## src/rtl/mult_16x16.sv

```systemverilog
// Unsigned 16x16 -> 32-bit multiplier: three-stage pipelined Wallace tree.
// Levels 1-3 -> reg -> levels 4-6 -> reg -> carry-propagate add -> reg.
module mult_16x16 (
  input  logic        clk,
  input  logic        rst_n,
  input  logic        in_valid,
  input  logic [15:0] a,
  input  logic [15:0] b,
  output logic [31:0] out,
  output logic        out_valid
);

  // Rows are kept pre-weighted at 32 bits, so a 3:2 compressor is a bitwise
  // full-adder per column with its carry vector moved up one column.
  function automatic logic [31:0] f_csa_sum(input logic [31:0] x,
                                            input logic [31:0] y,
                                            input logic [31:0] z);
    return x ^ y ^ z;
  endfunction

  function automatic logic [31:0] f_csa_carry(input logic [31:0] x,
                                              input logic [31:0] y,
                                              input logic [31:0] z);
    return ((x & y) | (x & z) | (y & z)) << 1;
  endfunction

  logic [31:0] w_pp [16];
  logic [31:0] w_l1 [11];
  logic [31:0] w_l2 [8];
  logic [31:0] w_l3 [6];

  logic [31:0] r_s1_row [6];
  logic        r_s1_valid;

  logic [31:0] w_l4 [4];
  logic [31:0] w_l5 [3];
  logic [31:0] w_l6_sum;
  logic [31:0] w_l6_carry;

  logic [31:0] r_s2_sum;
  logic [31:0] r_s2_carry;
  logic        r_s2_valid;

  // Partial products: row i is (a & b[i]) weighted by 2^i
  always_comb begin
    for (int unsigned i = 0; i < 16; i++) begin
      w_pp[i] = {16'h0000, a & {16{b[i]}}} << i;
    end
  end

  // Level 1: 16 -> 11 rows
  always_comb begin
    for (int unsigned g = 0; g < 5; g++) begin
      w_l1[2*g]   = f_csa_sum  (w_pp[3*g], w_pp[3*g+1], w_pp[3*g+2]);
      w_l1[2*g+1] = f_csa_carry(w_pp[3*g], w_pp[3*g+1], w_pp[3*g+2]);
    end
    w_l1[10] = w_pp[15];
  end

  // Level 2: 11 -> 8 rows
  always_comb begin
    for (int unsigned g = 0; g < 3; g++) begin
      w_l2[2*g]   = f_csa_sum  (w_l1[3*g], w_l1[3*g+1], w_l1[3*g+2]);
      w_l2[2*g+1] = f_csa_carry(w_l1[3*g], w_l1[3*g+1], w_l1[3*g+2]);
    end
    w_l2[6] = w_l1[9];
    w_l2[7] = w_l1[10];
  end

  // Level 3: 8 -> 6 rows
  always_comb begin
    for (int unsigned g = 0; g < 2; g++) begin
      w_l3[2*g]   = f_csa_sum  (w_l2[3*g], w_l2[3*g+1], w_l2[3*g+2]);
      w_l3[2*g+1] = f_csa_carry(w_l2[3*g], w_l2[3*g+1], w_l2[3*g+2]);
    end
    w_l3[4] = w_l2[6];
    w_l3[5] = w_l2[7];
  end

  always_ff @(posedge clk) begin
    if (!rst_n) begin
      for (int unsigned i = 0; i < 6; i++) begin
        r_s1_row[i] <= '0;
      end
      r_s1_valid <= 1'b0;
    end else begin
      for (int unsigned i = 0; i < 6; i++) begin
        r_s1_row[i] <= w_l3[i];
      end
      r_s1_valid <= in_valid;
    end
  end

  // Level 4: 6 -> 4 rows
  always_comb begin
    for (int unsigned g = 0; g < 2; g++) begin
      w_l4[2*g]   = f_csa_sum  (r_s1_row[3*g], r_s1_row[3*g+1], r_s1_row[3*g+2]);
      w_l4[2*g+1] = f_csa_carry(r_s1_row[3*g], r_s1_row[3*g+1], r_s1_row[3*g+2]);
    end
  end

  // Level 5: 4 -> 3 rows
  always_comb begin
    w_l5[0] = f_csa_sum  (w_l4[0], w_l4[1], w_l4[2]);
    w_l5[1] = f_csa_carry(w_l4[0], w_l4[1], w_l4[2]);
    w_l5[2] = w_l4[3];
  end

  // Level 6: 3 -> 2 rows (bits shifted past column 31 are always zero)
  always_comb begin
    w_l6_sum   = f_csa_sum  (w_l5[0], w_l5[1], w_l5[2]);
    w_l6_carry = f_csa_carry(w_l5[0], w_l5[1], w_l5[2]);
  end

  always_ff @(posedge clk) begin
    if (!rst_n) begin
      r_s2_sum   <= '0;
      r_s2_carry <= '0;
      r_s2_valid <= 1'b0;
    end else begin
      r_s2_sum   <= w_l6_sum;
      r_s2_carry <= w_l6_carry;
      r_s2_valid <= r_s1_valid;
    end
  end

  always_ff @(posedge clk) begin
    if (!rst_n) begin
      out       <= '0;
      out_valid <= 1'b0;
    end else begin
      out       <= r_s2_sum + r_s2_carry;
      out_valid <= r_s2_valid;
    end
  end

endmodule

```

## config.mk

```make
export PLATFORM = sky130hd
export DESIGN_NAME = mult_16x16
export DESIGN_NICKNAME = d
export VERILOG_FILES = /design/src/rtl/mult_16x16.sv
export SDC_FILE = /design/constraint.sdc
export NUM_CORES = 1
export LEC_CHECK = 0
export CAP_MARGIN = 20
export CORE_MARGIN = 3
export CORE_UTILIZATION = 41
export DETAILED_ROUTE_END_ITERATION = 16
export PLACE_DENSITY = 0.56
export SETUP_SLACK_MARGIN = 0.4
export SYNTH_ARGS = -nofsm -noshare
export SYNTH_HDL_FRONTEND = slang
export SYNTH_SLANG_ARGS = --single-unit
```

## constraint.sdc

```tcl
create_clock -name clk -period 3.52 [get_ports clk]
set_clock_uncertainty 0.05 [all_clocks]
set_input_delay 0.704 -clock clk [delete_from_list [all_inputs] [get_ports clk]]
set_output_delay 0.704 -clock clk [all_outputs]
set_load 0.02 [all_outputs]
```

==> results.sh, run 1 <==
export IMPL_cts_root_buf="clkbuf_16"
export IMPL_cp_required_ns=3.86
export IMPL_track_usage_pct=17.1
export IMPL_grt_max_degree=82
export IMPL_min_delay_start="r_s1_row[0][2]$_SDFF_PN0_"
export IMPL_wl_met1_um=14800
export IMPL_place_gp_congestion=0.842
export IMPL_nNetsFinal=1670
export IMPL_clk_latency_ns=0.50
export IMPL_drtIter0Drc=387
export IMPL_endpoint_kind="register"
export IMPL_outcome="complete, no violations"
export IMPL_syn_avg_cell_area_um2=10.4
export IMPL_rsz0062_at_grt="no"
export IMPL_path_max_fanout=9
export IMPL_finalCriticalPeriod_ns=3.03
export IMPL_startpoint_type="input port"
export IMPL_htreeDepth=1
export IMPL_initial_core_util_pct=41.9
export IMPL_power_density_nw_per_um2=523
export IMPL_async_reset_ff_share_pct=0
export IMPL_synth_top_flop_cell="dfxtp_1"
export IMPL_synth_seq_cells=207
export IMPL_critical_path_class="input port to register"
export IMPL_num_vias=8391
export IMPL_hpwl_um=21500
export IMPL_power_switching_mw=2.69
export IMPL_die_h_um=186
export IMPL_reg2reg_from="r_s2_sum[7]$_SDFF_PN0_"
export IMPL_yosysSeqAreaShare_pct=31.1
export IMPL_path_cells="clkdlybuf4s50_1, and2_1, fa_1, inv_1, fa_1, inv_1, fa_1, and2_1"
export IMPL_io_buffer_count=67
export IMPL_worst_path_buf_inv=3
export IMPL_hold_buffers=0
export IMPL_max_freq_mhz=330
export IMPL_wl_met2_um=11500
export IMPL_syn_num_nets=1598
export IMPL_postRouteAntennaNets=0
export IMPL_holdPathStages=1
export IMPL_max_stage_delay_ns=0.62
export IMPL_ys_warnings_count=0
export IMPL_p_sw_share_pct=32.8
export IMPL_vdd_drop_max_mv=0.249
export IMPL_clock_path_buffers=3
export IMPL_drc=0
export IMPL_hold_violations=0
export IMPL_routed_wl_um=28500
export IMPL_cp_top_family="adder cells"
export IMPL_cpMaxStageDelayCell="clkdlybuf4s50_1"
export IMPL_setup_violations=0
export IMPL_path_common_cell="fa_1"
export IMPL_crit_arrival_ns=3.37
export IMPL_slew_viol_final=0
export IMPL_topRoutingLayerUsed="met4"
export IMPL_ff2ff_setup_slack_ns=0.83
export IMPL_clkTransAtPathRegs_ns=0.06
export IMPL_synthDistinctLibCells=46
export IMPL_post_cts_buffers=0
export IMPL_netlist_area_um2=13300
export IMPL_synth_edf_count=0
export IMPL_tritoncts="built"
export IMPL_layout_drive_gt1_share_pct=6.34
export IMPL_fin_crit_sh_pct=86.1
export IMPL_io_pins=68
export IMPL_fillers=2932
export IMPL_grt_remaining_overflow=0
export IMPL_cts_sinks=207
export IMPL_die_area_um2=34700
export IMPL_wl_met3_um=1700
export IMPL_pre_cts_ws_ns=-0.0335
export IMPL_grt_pass1_wl_um=46900
export IMPL_share_comb_of_total_power_pct=35.5
export IMPL_antenna_cells=0
export IMPL_syn_to_final_growth_pct=17.5
export IMPL_drt_first_pass_iters=5
export IMPL_min_to="r_s2_sum[2]$_SDFF_PN0_"
export IMPL_vias_per_cell=4.64
export IMPL_dieWidth_um=186
export IMPL_seq_power_share_pct=36.3
export IMPL_rr_endpoint="out[31]$_SDFF_PN0_"
export IMPL_post_cts_resized=0
export IMPL_grt_pass1_vias=8761
export IMPL_cts_buffers=23
export IMPL_drv_cap=0
export IMPL_core_rowCount=65
export IMPL_core_area_um2=31800
export IMPL_tightest_slew_ns=0.741
export IMPL_antenna_found_initial=0
export IMPL_wire_per_inst_um=15.8
export IMPL_worst_slack_ns=0.488
export IMPL_finalSetupTns_ns=0
export IMPL_intPower_mw=5.50
export IMPL_clkPwrFrac_pct=28.2
export IMPL_holdCritPathClass="register to register"
export IMPL_leakagePower_nw=7.31
export IMPL_synth_cells=1285
export IMPL_reg2regPathDepth=9
export IMPL_slew_headroom_pct=50.4
[layout make-up]
class	instances	area, um2	area share, %
clock buffer	33	653	4.18
clock inverter	7	77.6	0.496
inverter	159	597	3.82
multi-input combinational	860	8350	53.4
sequential	207	4140	26.5
tap	435	544	3.48
timing repair buffer	106	1270	8.14
[through the flow]
step	cell area (um2)	util (%)	hold WS, ns	power (mW)	instances
6_report	15600	49.2	0.380	8.18	1807
5_1_grt	15600	49.2	0.391	8.87	1807
2_1_floorplan	13300	-	0.362	4.93	1285
3_3_place_gp	14900	46.9	0.366	5.90	1767
4_1_cts	15600	49.2	0.382	8.30	1807
3_5_place_dp	14900	46.9	0.369	5.95	1767
[metal layers]
| layer | vias to the layer above | track usage (%) |
|---|---|---|
| met5 | - | 0 |
| met3 | 42 | 2.55 |
| met4 | 0 | 4.20 |
| met2 | 200 | 24.9 |
| met1 | 4104 | 26.7 |
| li1 | 4045 | - |
[how the worst max path moves through the flow]
stage | start | to | slack, ns | depth (start not counted)
3_5_place_dp | a[1] | r_s1_row[0][6]$_SDFF_PN0_ | -0.03 | 8
4_1_cts | a[1] | r_s1_row[0][6]$_SDFF_PN0_ | 0.50 | 8
6_report | a[1] | r_s1_row[0][6]$_SDFF_PN0_ | 0.49 | 8
3_3_place_gp | a[1] | r_s1_row[0][79]$_SDFF_PN0_ | -0.007 | 8
5_1_grt | a[1] | r_s1_row[0][6]$_SDFF_PN0_ | 0.42 | 8
2_1_floorplan | a[1] | r_s1_row[0][79]$_SDFF_PN0_ | 0.59 | 8
[cell usage in the layout, fill, tap and decap left out, types with 2 or more instances in the layout]
cell,n
nor4_1,2
o21ai_0,15
buf_12,25
inv_1,159
nand2b_1,2
o211ai_1,2
ha_1,77
inv_6,2
nand4_1,6
clkbuf_1,6
clkbuf_16,23
a21oi_1,21
o31ai_2,2
or3_1,3
xor2_1,7
nor2_1,26
clkbuf_8,4
o21bai_1,2
clkinv_4,2
fa_1,201
o21a_1,5
dfxtp_1,207
nor3_1,8
and3_1,21
nand2_1,131
o211ai_2,2
and2_1,285
xnor2_1,10
a21o_1,9
clkdlybuf4s50_1,66
nand3_1,2
buf_4,15
[synthesized netlist by cell type (2+ instances only)]
library cell,n,area (um2)
o31ai_2,2,25.0
a21o_1,9,67.6
o21ai_0,15,75.1
and2_1,285,1780
nand2b_1,2,12.5
or3_1,3,18.8
xnor2_1,10,87.6
ha_1,77,963
nor2_1,26,97.6
clkbuf_1,59,221
xor2_1,7,61.3
and3_1,21,131
nor3_1,8,40.0
o211ai_2,2,25.0
nand3_1,2,10.0
o21bai_1,2,15.0
nand4_1,6,37.5
o211ai_1,2,15.0
a21oi_1,21,105
nor4_1,2,12.5
o21a_1,5,37.5
nand2_1,131,492
inv_1,159,597
fa_1,201,4020
dfxtp_1,207,4140
[power by group through the flow]
stage	sequential (mW)	combinational, mW	clock [mW]
global route	3.01	3.38	2.48
CTS	2.98	2.93	2.38
finish	2.97	2.91	2.31
floorplan	3.07	1.86	0
detailed placement	3.03	2.92	0
global placement	3.02	2.87	0
[cell families (layout without fill, tap and decap cells)]
logic type	Yosys count	in the layout	synth area share, %
and+or+nand+nor	493	493	20.4
adders and majority gates	278	278	37.5
buffers and inverters	218	305	6.15
DFF	207	207	31.1
AOI/OAI and AO/OA	71	71	3.72
xor gates and xnor gates	17	17	1.12
muxes	1	1	0.0752
[flip-flops by register name, summed over array words and instances (netlist names)]
name	cells
out_valid	1
r_s2_carry	25
r_s1_row	116
r_s1_valid	1
r_s2_valid	1
out	32
r_s2_sum	31
Note: power is estimated with default switching activity, not from simulation.
==> run 2: changes to the inputs <==
--- a/config.mk
+++ b/config.mk
@@ -8,7 +8,9 @@
 export CAP_MARGIN = 20
 export CORE_MARGIN = 3
 export CORE_UTILIZATION = 41
+export CTS_CLUSTER_DIAMETER = 60
 export DETAILED_ROUTE_END_ITERATION = 16
+export GPL_ROUTABILITY_DRIVEN = 0
 export PLACE_DENSITY = 0.56
 export SETUP_SLACK_MARGIN = 0.4
 export SYNTH_ARGS = -nofsm -noshare
==> results of run 2 <==
Same layout as run 1: the final DEF is identical, and so are final timing and power.
